===== config.mk =====
export PLATFORM = sky130hd
export DESIGN_NAME = instruction_fetch_flat
export DESIGN_NICKNAME = d
export VERILOG_FILES = /design/src/rtl/instruction_fetch_if.sv /design/src/rtl/instruction_fetch.sv /design/src/flat_wrapper.sv
export SDC_FILE = /design/constraint.sdc
export NUM_CORES = 1
export LEC_CHECK = 0
export CORE_MARGIN = 3
export CORE_UTILIZATION = 46
export DETAILED_ROUTE_END_ITERATION = 10
export PLACE_DENSITY_LB_ADDON = 0.08
export SLEW_MARGIN = 30
export SYNTH_ARGS = -nofsm -noshare
export SYNTH_HDL_FRONTEND = slang
export SYNTH_SLANG_ARGS = --single-unit
export TNS_END_PERCENT = 5

===== constraint.sdc =====
create_clock -name clk -period 4.9 [get_ports clk]
set_input_delay 1.225 -clock clk [delete_from_list [all_inputs] [get_ports clk]]
set_output_delay 1.225 -clock clk [all_outputs]
set_load 0.01 [all_outputs]

===== src/rtl/instruction_fetch_if.sv =====
`default_nettype none
// ============================================================================
// Module      : instruction_fetch_if
// Description : Bundles the fetch stage's memory-port, decode-handshake and
//               branch-redirect signals. The master modport is the fetch
//               stage; the slave modport is its environment (memory, decode
//               and execute seen together).
// Revision    : 1.0 - initial release
// ============================================================================
interface instruction_fetch_if;
    // Instruction memory port
    logic [31:0] instruction_address;
    logic [31:0] instruction;
    // Instruction register handed to decode
    logic [31:0] ir_out;
    logic [31:0] ir_pc;
    logic        ir_valid;
    logic        ir_ready;
    // Redirect request from execute
    logic        branch_taken;
    logic [31:0] branch_target;

    modport master (
        output instruction_address,
        input  instruction,
        output ir_out,
        output ir_pc,
        output ir_valid,
        input  ir_ready,
        input  branch_taken,
        input  branch_target
    );

    modport slave (
        input  instruction_address,
        output instruction,
        input  ir_out,
        input  ir_pc,
        input  ir_valid,
        output ir_ready,
        output branch_taken,
        output branch_target
    );
endinterface
`default_nettype wire


===== src/rtl/instruction_fetch.sv =====
`default_nettype none
// ============================================================================
// Module      : instruction_fetch
// Description : Fetch stage. Holds the PC, captures one word plus its PC into
//               a 1-deep instruction register offered to decode via
//               valid/ready, and handles branch redirect/flush, halt-opcode
//               detection and sticky invalid-fetch detection.
// Revision    : 1.0 - initial release
// ============================================================================
module instruction_fetch #(
    parameter logic [31:0] TEXT_BASE    = 32'd2097152,
    parameter logic [5:0]  HALT_OPCODE  = 6'b111110,
    parameter logic [31:0] INVALID_WORD = 32'hFFFFFFFF
) (
    input  wire logic           clk,
    input  wire logic           reset,
    input  wire logic           en,
    instruction_fetch_if.master bus,
    output logic                halted,
    output logic                fetch_error
);

    typedef enum logic [1:0] {
        ST_BOOT  = 2'd0,
        ST_RUN   = 2'd1,
        ST_HALT  = 2'd2,
        ST_ERROR = 2'd3
    } state_t;

    state_t      r_state;
    logic [31:0] r_pc;
    logic [31:0] r_ir_out;
    logic [31:0] r_ir_pc;
    logic        r_ir_valid;
    logic        r_fetch_error;

    logic        w_consume;
    logic        w_load;

    // Decode takes the IR this edge; a new word may be loaded when the IR is
    // empty or being drained on the same edge.
    assign w_consume = r_ir_valid & bus.ir_ready;
    assign w_load    = en & (r_state == ST_RUN) & (~r_ir_valid | bus.ir_ready);

    // Memory is addressed straight from the PC register.
    assign bus.instruction_address = r_pc;
    assign bus.ir_out              = r_ir_out;
    assign bus.ir_pc               = r_ir_pc;
    assign bus.ir_valid            = r_ir_valid;
    assign fetch_error             = r_fetch_error;

    // Halted only once the halt word itself has been handed to decode.
    assign halted = (r_state == ST_HALT) & ~r_ir_valid;

    // PC, instruction register and fetch FSM.
    always_ff @(posedge clk or posedge reset) begin
        if (reset) begin
            r_state       <= ST_BOOT;
            r_pc          <= TEXT_BASE;
            r_ir_out      <= 32'd0;
            r_ir_pc       <= 32'd0;
            r_ir_valid    <= 1'b0;
            r_fetch_error <= 1'b0;
        end else begin
            // Consumption drains the IR in every state, even with en low;
            // a load on the same edge overrides this below.
            if (w_consume) begin
                r_ir_valid <= 1'b0;
            end
            if (en) begin
                case (r_state)
                    ST_BOOT: begin
                        // One dead cycle so memory leaves its reset output.
                        r_state <= ST_RUN;
                    end
                    ST_RUN: begin
                        if (bus.branch_taken) begin
                            // Redirect flushes the IR even if not yet consumed.
                            r_ir_valid <= 1'b0;
                            if (bus.branch_target < TEXT_BASE) begin
                                r_fetch_error <= 1'b1;
                                r_state       <= ST_ERROR;
                            end else begin
                                r_pc <= bus.branch_target;
                            end
                        end else if (w_load) begin
                            if (bus.instruction == INVALID_WORD) begin
                                r_fetch_error <= 1'b1;
                                r_state       <= ST_ERROR;
                            end else begin
                                r_ir_out   <= bus.instruction;
                                r_ir_pc    <= r_pc;
                                r_ir_valid <= 1'b1;
                                if (bus.instruction[31:26] == HALT_OPCODE) begin
                                    r_state <= ST_HALT;
                                end else begin
                                    // Wrap to 0 lands outside text and is
                                    // caught as an invalid fetch next time.
                                    r_pc <= r_pc + 32'd1;
                                end
                            end
                        end
                    end
                    default: begin
                        // HALT and ERROR leave only through reset.
                    end
                endcase
            end
        end
    end

endmodule
`default_nettype wire


===== src/flat_wrapper.sv =====
// flat-port wrapper written by rule: the top's interface ports become plain ports
module instruction_fetch_flat 
#(
    parameter logic [31:0] TEXT_BASE    = 32'd2097152,
    parameter logic [5:0]  HALT_OPCODE  = 6'b111110,
    parameter logic [31:0] INVALID_WORD = 32'hFFFFFFFF
)
  (clk, reset, en, halted, fetch_error, bus_instruction_address, bus_instruction, bus_ir_out, bus_ir_pc, bus_ir_valid, bus_ir_ready, bus_branch_taken, bus_branch_target);
  instruction_fetch_if bus_i ();
  input  wire logic clk;
  input  wire logic reset;
  input  wire logic en;
  output logic halted;
  output logic fetch_error;
  output wire logic [$bits(bus_i.instruction_address)-1:0] bus_instruction_address;
  input wire logic [$bits(bus_i.instruction)-1:0] bus_instruction;
  output wire logic [$bits(bus_i.ir_out)-1:0] bus_ir_out;
  output wire logic [$bits(bus_i.ir_pc)-1:0] bus_ir_pc;
  output wire logic [$bits(bus_i.ir_valid)-1:0] bus_ir_valid;
  input wire logic [$bits(bus_i.ir_ready)-1:0] bus_ir_ready;
  input wire logic [$bits(bus_i.branch_taken)-1:0] bus_branch_taken;
  input wire logic [$bits(bus_i.branch_target)-1:0] bus_branch_target;
  assign bus_instruction_address = bus_i.instruction_address;
  assign bus_i.instruction = bus_instruction;
  assign bus_ir_out = bus_i.ir_out;
  assign bus_ir_pc = bus_i.ir_pc;
  assign bus_ir_valid = bus_i.ir_valid;
  assign bus_i.ir_ready = bus_ir_ready;
  assign bus_i.branch_taken = bus_branch_taken;
  assign bus_i.branch_target = bus_branch_target;
  instruction_fetch #(.TEXT_BASE(TEXT_BASE), .HALT_OPCODE(HALT_OPCODE), .INVALID_WORD(INVALID_WORD)) u_core (.clk(clk), .reset(reset), .en(en), .bus(bus_i), .halted(halted), .fetch_error(fetch_error));
endmodule

==> results.py, run 1 <==
metrics = {
    "status": {
        "status": "completed",
    },
    "critical_path": {
        "crit_type": "primary input to register",
        "end_kind": "register",
        "cp-start-kind": "primary input",
        "cp_max_fo": 14,
        "regToRegStartpoint": "u_core.r_state[1]",
        "cp_data_arrival_time_ps": 3770,
        "critical_path_required_ps": 5200,
        "reg2reg_to": "u_core.bus.instruction_address[25]",
        "worst_r2r_path_depth": 6,
        "rrSetupSlack_ps": 2310,
    },
    "yosys": {
        "seq_area_frac_synth": 0.499,
        "ys_ff_latch": 100,
        "synth_edf_count": 0,
        "netlist.area_leader.share": 0.494,
        "async_reset_ff_frac": 1.00,
        "syn_area_um2": 5020,
        "syn-instance-count": 443,
        "synth_top_area_cell": "dfrtp_1",
        "yosys_warnings": 0,
        "synth_area_leaders": "dfrtp_1 (49%), mux2_2 (15%), nand2_1 (2.6%)",
        "syn-num-nets": 513,
        "synth_ff_type": "dfrtp_1",
        "avgSynthCellArea_um2": 11.3,
        "yosysUniqueCellTypes": 62,
    },
    "power": {
        "p_switching_mw": 1.22,
        "power_density_nw_per_um2": 517,
        "ir_worst_vdd_v": 0.000284,
        "p_int_mw": 2.37,
        "power_frac_clock": 0.131,
        "swShare": 0.340,
        "p_seq_frac": 0.425,
        "leakagePower_nw": 2.66,
        "combPwrFrac": 0.444,
    },
    "global_route": {
        "grt_pass1_vias": 4580,
        "antenna_found_initial": 0,
        "grt_pass1_wl_um": 23400,
        "grt_max_degree": 74,
        "grt_usage": 0.230,
        "grt_overflow": 0,
    },
    "worst_hold_path": {
        "holdCritPathClass": "register to register",
        "worstHoldStart": "u_core.fetch_error",
        "worstHoldEndpoint": "u_core.fetch_error",
        "hold_depth": 1,
    },
    "route": {
        "dr.pass1.iters": 4,
        "wl_per_cell_um": 19.1,
        "wl_um": 14200,
        "dr.first_iter.drc_count": 239,
        "viasPerCell": 5.89,
        "route.detailed.drc": 0,
        "vias": 4372,
        "ant_nets": 0,
    },
    "sta": {
        "slew-limit-headroom": 0.392,
        "fin_tns_setup_ps": 0,
        "fmax_mhz": 288,
        "skew_ps": 7.41,
        "tightest_slew_ps": 907,
        "hold_violations": 0,
        "whs_ps": 499,
        "period_share": 0.709,
        "rsz0062_at_grt": "false",
        "period_needed_ps": 3470,
        "slew_viol_final": 0,
        "finalSetupViolations": 0,
    },
    "placement": {
        "place_inst": 726,
        "port_buffers": 167,
        "place_congestion": 0.876,
        "dp.final_hpwl_um": 10300,
        "dpl-instance-area_um2": 6780,
    },
    "die": {
        "io_pins": 168,
        "start_util": 0.479,
        "fp.dieH_um": 110,
        "num_rows": 37,
        "die_area_um2": 12200,
        "coreArea_um2": 10500,
        "die_x_um": 110,
    },
    "clock_network": {
        "insertion_delay_ps": 360,
        "cts_tree": "built",
        "root_buffer": "clkbuf_8",
        "clock_sinks": 100,
        "clk_pin_slew_ps": 90,
        "cts_resized": 0,
        "cts_buffer_depth": 2,
        "cts_hold_buf": 0,
        "cts_made_buffers": 9,
        "post_cts_buffers": 0,
        "h-tree-depth": 3,
    },
    "cells_and_area": {
        "final_common_cell": "clkdlybuf4s50_1",
        "finalInstanceArea_um2": 6940,
        "area_growth_pct": 38.4,
        "diodes": 0,
        "layout.nets": 671,
        "finalNonFillerCells": 742,
        "final_cell_mix": "clkdlybuf4s50_1 (167), dfrtp_1 (99), mux2_2 (65), nand2_1 (35), nor2_1 (22)",
        "fill_cells": 887,
        "drive_gt1_frac": 0.168,
    },
    "run": {
        "drv_cap": 0,
    },
}
-- per-stage QoR --
step	total power [mW]	utilization	worst slack [ps]
2_1_floorplan	2.16	-	1060
3_3_place_gp	3.09	0.648	1130
4_1_cts	3.62	0.663	1460
3_5_place_dp	3.14	0.648	1080
5_1_grt	3.80	0.663	1250
6_report	3.59	0.663	1430
-- how the worst max path moves through the flow --
stage | from | end | slack (ps) | depth (start not counted)
floorplan | reset | u_core.bus.instruction_address[0] | 1060 | 1
global placement | bus_instruction[26] | u_core.bus.ir_pc[29] | 1130 | 7
detailed placement | bus_instruction[26] | u_core.bus.ir_out[18] | 1080 | 7
CTS | bus_instruction[26] | u_core.bus.ir_out[5] | 1460 | 7
global route | bus_instruction[26] | u_core.bus.ir_pc[11] | 1250 | 7
finish | en | u_core.bus.instruction_address[25] | 1430 | 7
-- state kept, by name (all words and copies together) (netlist names) --
signal                          flops
u_core.bus.ir_pc                   32
u_core.bus.instruction_address     32
u_core.fetch_error                  1
u_core.r_state                      2
u_core.bus.ir_out                  32
u_core.bus.ir_valid                 1
-- area by class of cell --
| type | count | area [um2] | area share |
|---|---|---|---|
| Clock buffer | 14 | 153 | 0.0220 |
| Tap cell | 136 | 170 | 0.0245 |
| Sequential cell | 100 | 2500 | 0.361 |
| Clock inverter | 2 | 10.0 | 0.00144 |
| Timing Repair Buffer | 175 | 1730 | 0.250 |
| Multi-Input combinational cell | 310 | 2350 | 0.338 |
| Inverter | 5 | 23.8 | 0.00343 |
-- cells by family after synthesis --
| kind of cell | Yosys count | share of synthesized area |
|---|---|---|
| buffers and inverters | 33 | 0.0349 |
| muxes | 66 | 0.148 |
| adders and majority gates | 1 | 0.00249 |
| AOI/OAI and AO/OA | 110 | 0.172 |
| and+or+nand+nor | 133 | 0.143 |
| DFF | 100 | 0.499 |
-- Yosys cell counts (all sizes together) (10+ instances only) --
cell type   n
nand4      14
dfrtp      99
clkbuf     15
nand2      36
nor2       22
buf        13
nor3       10
a21oi      11
a32o       12
o21ai      12
mux2       65
-- power groups by stage --
stage | clock [mW] | sequential [mW] | combinational (mW)
after floorplan | 0 | 1.63 | 0.532
after global placement | 0 | 1.51 | 1.58
after detailed placement | 0 | 1.54 | 1.60
after CTS | 0.481 | 1.52 | 1.61
after global routing | 0.513 | 1.58 | 1.71
final | 0.471 | 1.52 | 1.59
-- worst max-delay path: stages --
cell and delay, ps:
clkdlybuf4s50_1 550, nand3b_1 170, or3_1 580, o21a_1 270
nor2_1 490, buf_4 330, a32o_1 150
-- metal layers --
metal / wire length [um] / global-route usage
met3: 1190 / 0.0614
met5: 0 / 0
met4: 345 / 0.0944
met2: 6700 / 0.375
met1: 5970 / 0.289
Note: power is estimated with default switching activity, not from simulation.
==> run 2: changes to the inputs <==
Clock period 4.9 ns to 3.6 ns, I/O delays scaled along.
==> run 2 against run 1 <==
- wire length rose by 2.9%
- count of clock-buffer cells in the layout fell by 4
- via count rose by 2.2%
- sequential power rose by 37%
- final area rose by 2.1%
- critical path depth did not move
- register-to-register slack got worse by 1200 ps
- clock power rose by 93%
- critical endpoint is now u_core.bus.ir_out[11]
- power rose by 44%
- die area did not move
==> results.py, run 2 (same netlist as run 1, synthesis figures left out) <==
metrics = {
    "status": {
        "status": "completed",
    },
    "critical_path": {
        "critical_path_required_ps": 3870,
        "cp_max_fo": 37,
        "crit_family": "buffers and inverters",
        "crit_type": "primary input to register",
        "crit_buf_inv": 2,
        "path_cells": "clkdlybuf4s50_1, nand4_1, nor4_1, nand2_1, o21ai_4, buf_12, mux2_2",
        "cp_data_arrival_time_ps": 3230,
        "cp-start-kind": "primary input",
        "slowest_delay_ps": 590,
        "end_kind": "register",
        "crit_path_top_delay_cell": "clkdlybuf4s50_1",
    },
    "cells_and_area": {
        "utilization": 0.677,
        "final_cell_mix": "clkdlybuf4s50_1 (167), dfrtp_1 (99), mux2_2 (65), nand2_1 (35), nor2_1 (22)",
        "diodes": 0,
        "final_common_cell": "clkdlybuf4s50_1",
        "drive_gt1_frac": 0.176,
        "layout.nets": 674,
        "finalNonFillerCells": 744,
        "finalInstanceArea_um2": 7090,
        "area_growth_pct": 41.3,
    },
    "clock_network": {
        "cts_hold_buf": 0,
        "cts_buffer_depth": 2,
        "insertion_delay_ps": 380,
        "cts_resized": 0,
        "cts_tree": "built",
        "clock_sinks": 100,
        "cts_made_buffers": 9,
        "h-tree-depth": 3,
        "root_buffer": "clkbuf_8",
        "post_cts_buffers": 0,
        "clk_pin_slew_ps": 90,
    },
    "sta": {
        "fin_tns_setup_ps": 0,
        "rsz0062_at_grt": "false",
        "fmax_mhz": 337,
        "slew_viol_final": 0,
        "period_needed_ps": 2960,
        "fin_ws_ps": 636,
        "period_share": 0.823,
        "slew-limit-headroom": 0.627,
        "hold_violations": 0,
        "finalSetupViolations": 0,
        "whs_ps": 484,
        "tightest_slew_ps": 555,
        "skew_ps": 9.31,
    },
    "global_route": {
        "grt_pass1_wl_um": 23600,
        "grt_max_degree": 67,
        "antenna_found_initial": 0,
        "grt_usage": 0.237,
        "grt_pass1_vias": 4612,
        "grt_overflow": 0,
    },
    "power": {
        "power_density_nw_per_um2": 731,
        "leakagePower_nw": 2.73,
        "ir_worst_vdd_v": 0.000417,
        "p_total_mw": 5.18,
    },
    "route": {
        "ant_nets": 0,
        "route.detailed.drc": 0,
        "wl_um": 14600,
        "dr.first_iter.drc_count": 279,
        "wl_per_cell_um": 19.7,
        "dr.pass1.iters": 6,
        "vias": 4469,
        "viasPerCell": 6.01,
    },
    "die": {
        "die_area_um2": 12200,
        "num_rows": 37,
        "fp.dieH_um": 110,
        "io_pins": 168,
        "die_x_um": 110,
        "coreArea_um2": 10500,
        "start_util": 0.479,
    },
    "run": {
        "drv_cap": 0,
    },
    "placement": {
        "dp.final_hpwl_um": 10500,
        "place_inst": 729,
        "place_congestion": 0.835,
        "place_ws_ps": 241,
        "dpl-instance-area_um2": 6840,
        "port_buffers": 167,
    },
    "worst_hold_path": {
        "holdCritPathClass": "register to register",
    },
}
[run 2: area by class of cell]
class,instances,area (um2)
Sequential cell,100,2500
Timing Repair Buffer,178,1790
Tap cell,136,170
Clock buffer,10,128
Fill cell,849,3370
Inverter,5,21.3
Clock inverter,5,125
Multi-Input combinational cell,310,2350
[run 2: metal layers]
metal	wire length, um	share of wire	global-route usage	vias to the layer above
li1	-	-	-	2033
met1	5990	0.41	0.295	2196
met2	7040	0.48	0.386	211
met3	1240	0.085	0.0663	29
met4	359	0.025	0.102	0
met5	0	0	0	-
[run 2: report_power, final]
part / switching [mW] / internal (mW) / total [mW] / leakage [nW]
clock: 0.383 / 0.527 / 0.910 / 0.126
sequential: 0.465 / 1.62 / 2.08 / 1.19
combinational: 0.842 / 1.35 / 2.19 / 1.42
[run 2: path summary, 6_finish.rpt]
kind	start	end	slack, ps	cells after the start
worst max-delay path	bus_instruction[26]	u_core.bus.ir_out[11]	640	7
worst min-delay path	u_core.fetch_error	u_core.fetch_error	480	1
worst max register to register	u_core.bus.instruction_address[0]	u_core.bus.instruction_address[22]	1070	6
worst min register to register	u_core.fetch_error	u_core.fetch_error	480	1
max in group asynchronous	reset	u_core.bus.instruction_address[21]	1990	3
min in group asynchronous	reset	u_core.bus.ir_out[30]	890	2
[run 2: worst register-to-register path, stage by stage (launching register included)]
cell and delay, ps:
dfrtp_1 590, ha_1 280, nand4_1 190, or2_1 410, or3_4 410, a211o_1 290
a32o_1 260
==> run 3: changes to the inputs <==
Clock period 3.6 ns to 3.1 ns, I/O delays scaled along.
==> run 3 against run 2 <==
- die area unchanged
- clock power fell by 4.0%
- largest cell class unchanged
- flip-flop and latch count unchanged
- worst setup slack worse by 200 ps
- critical path depth is 1 lower
- power increased by 13%
- wire length down 3.1%
- count of clock-buffer cells in the layout up 1
- final area grew 0.30%
==> results.py, run 3 (same netlist as run 1, synthesis figures left out) <==
metrics = {
    "status": {
        "status": "completed",
    },
    "worst_hold_path": {
        "holdCritPathClass": "register to register",
        "worstHoldEndpoint": "u_core.fetch_error",
        "hold_depth": 1,
        "worstHoldStart": "u_core.fetch_error",
    },
    "critical_path": {
        "path_cells": "clkdlybuf4s50_1, nand4_1, or4_4, or3_1, nand2_4, o22ai_1",
        "worst_r2r_path_depth": 6,
        "reg2reg_to": "u_core.bus.instruction_address[22]",
        "crit_type": "primary input to register",
        "slowest_delay_ps": 590,
        "cp_max_fo": 9,
        "rrSetupSlack_ps": 690,
        "end_kind": "register",
        "cp-start-kind": "primary input",
        "regToRegStartpoint": "u_core.bus.instruction_address[0]",
        "crit_path_top_delay_cell": "or3_1",
        "critical_path_required_ps": 3330,
        "cp_data_arrival_time_ps": 2900,
    },
    "sta": {
        "fin_ws_ps": 433,
        "fmax_mhz": 375,
        "rsz0062_at_grt": "false",
        "whs_ps": 487,
        "slew-limit-headroom": 0.556,
        "period_needed_ps": 2670,
        "finalSetupViolations": 0,
        "hold_violations": 0,
        "fin_tns_setup_ps": 0,
        "period_share": 0.860,
        "slew_viol_final": 0,
        "tightest_slew_ps": 665,
        "skew_ps": 7.78,
    },
    "placement": {
        "port_buffers": 167,
        "place_ws_ps": 56.3,
        "place_inst": 734,
        "place_congestion": 0.843,
        "dp.final_hpwl_um": 10300,
    },
    "clock_network": {
        "cts_hold_buf": 0,
        "clk_pin_slew_ps": 90,
        "cts_tree": "built",
        "clock_sinks": 100,
        "cts_made_buffers": 9,
        "h-tree-depth": 3,
        "cts_buffer_depth": 2,
        "post_cts_buffers": 0,
        "insertion_delay_ps": 360,
        "root_buffer": "clkbuf_8",
        "cts_resized": 0,
    },
    "die": {
        "io_pins": 168,
        "die_x_um": 110,
        "coreArea_um2": 10500,
        "fp.dieH_um": 110,
        "start_util": 0.479,
        "die_area_um2": 12200,
        "num_rows": 37,
    },
    "route": {
        "dr.pass1.iters": 5,
        "vias": 4437,
        "dr.first_iter.drc_count": 213,
        "viasPerCell": 5.92,
        "wl_per_cell_um": 18.9,
        "ant_nets": 0,
        "route.detailed.drc": 0,
        "wl_um": 14200,
    },
    "global_route": {
        "grt_pass1_vias": 4527,
        "grt_max_degree": 48,
        "grt_usage": 0.229,
        "antenna_found_initial": 0,
        "grt_overflow": 0,
        "grt_pass1_wl_um": 23300,
    },
    "power": {
        "ir_worst_vdd_v": 0.000480,
        "leakagePower_nw": 2.74,
        "power_density_nw_per_um2": 820,
    },
    "run": {
        "drv_cap": 0,
    },
    "cells_and_area": {
        "multi_input_area_um2": 2350,
        "area_growth_pct": 41.7,
        "seq_area_um2": 2500,
        "drive_gt1_frac": 0.186,
        "final_common_cell": "clkdlybuf4s50_1",
        "final_cell_mix": "clkdlybuf4s50_1 (167), dfrtp_1 (99), mux2_2 (65), nand2_1 (35), nor2_1 (22)",
        "finalNonFillerCells": 750,
        "fill_cells": 840,
        "layout.nets": 679,
        "diodes": 0,
        "utilization": 0.680,
    },
}
==> run 3: power by group <==
part / internal (mW) / switching (mW)
logic: 1.58 / 0.971
registers: 1.88 / 0.527
clock network: 0.419 / 0.455
total: 3.88 / 1.95
==> run 3: worst max-delay path by stage <==
stage	startpoint	to
after floorplan	bus_instruction[26]	u_core.bus.ir_out[0]
after global placement	bus_instruction[26]	u_core.bus.instruction_address[1]
after detailed placement	bus_instruction[25]	u_core.bus.ir_pc[8]
after CTS	bus_instruction[25]	u_core.bus.ir_pc[8]
after global routing	bus_instruction[25]	u_core.bus.ir_pc[6]
final	bus_instruction[26]	u_core.bus.instruction_address[6]
==> run 3: through the flow <==
step | power, mW | area (um2)
after detailed placement | 5.00 | 6900
after CTS | 5.89 | 7110
after global placement | 4.92 | 6900
after floorplan | 3.42 | 5020
final | 5.83 | 7110
after global routing | 6.18 | 7110
==> run 3: worst max-delay path: cells and delay by family <==
kind,cells,cell delay [ps]
compound gates,1,110
simple gates,4,1530
buf+inv,1,490
==> run 3: layout make-up <==
class                   count  share of cell area
flip-flops and latches    100               0.352
multi-input cells         310               0.330
clock inverters             5             0.00827
inverters                   5             0.00317
repair buffers            183               0.261
well taps                 136              0.0239
clock buffers              11              0.0213
==> run 3: layer usage <==
layer / GRT usage / vias to the layer above / share of wire
met5: 0 / - / 0
met4: 0.0813 / 0 / 0.022
met3: 0.0548 / 24 / 0.076
met2: 0.381 / 195 / 0.48
met1: 0.291 / 2169 / 0.42
li1: - / 2049 / -
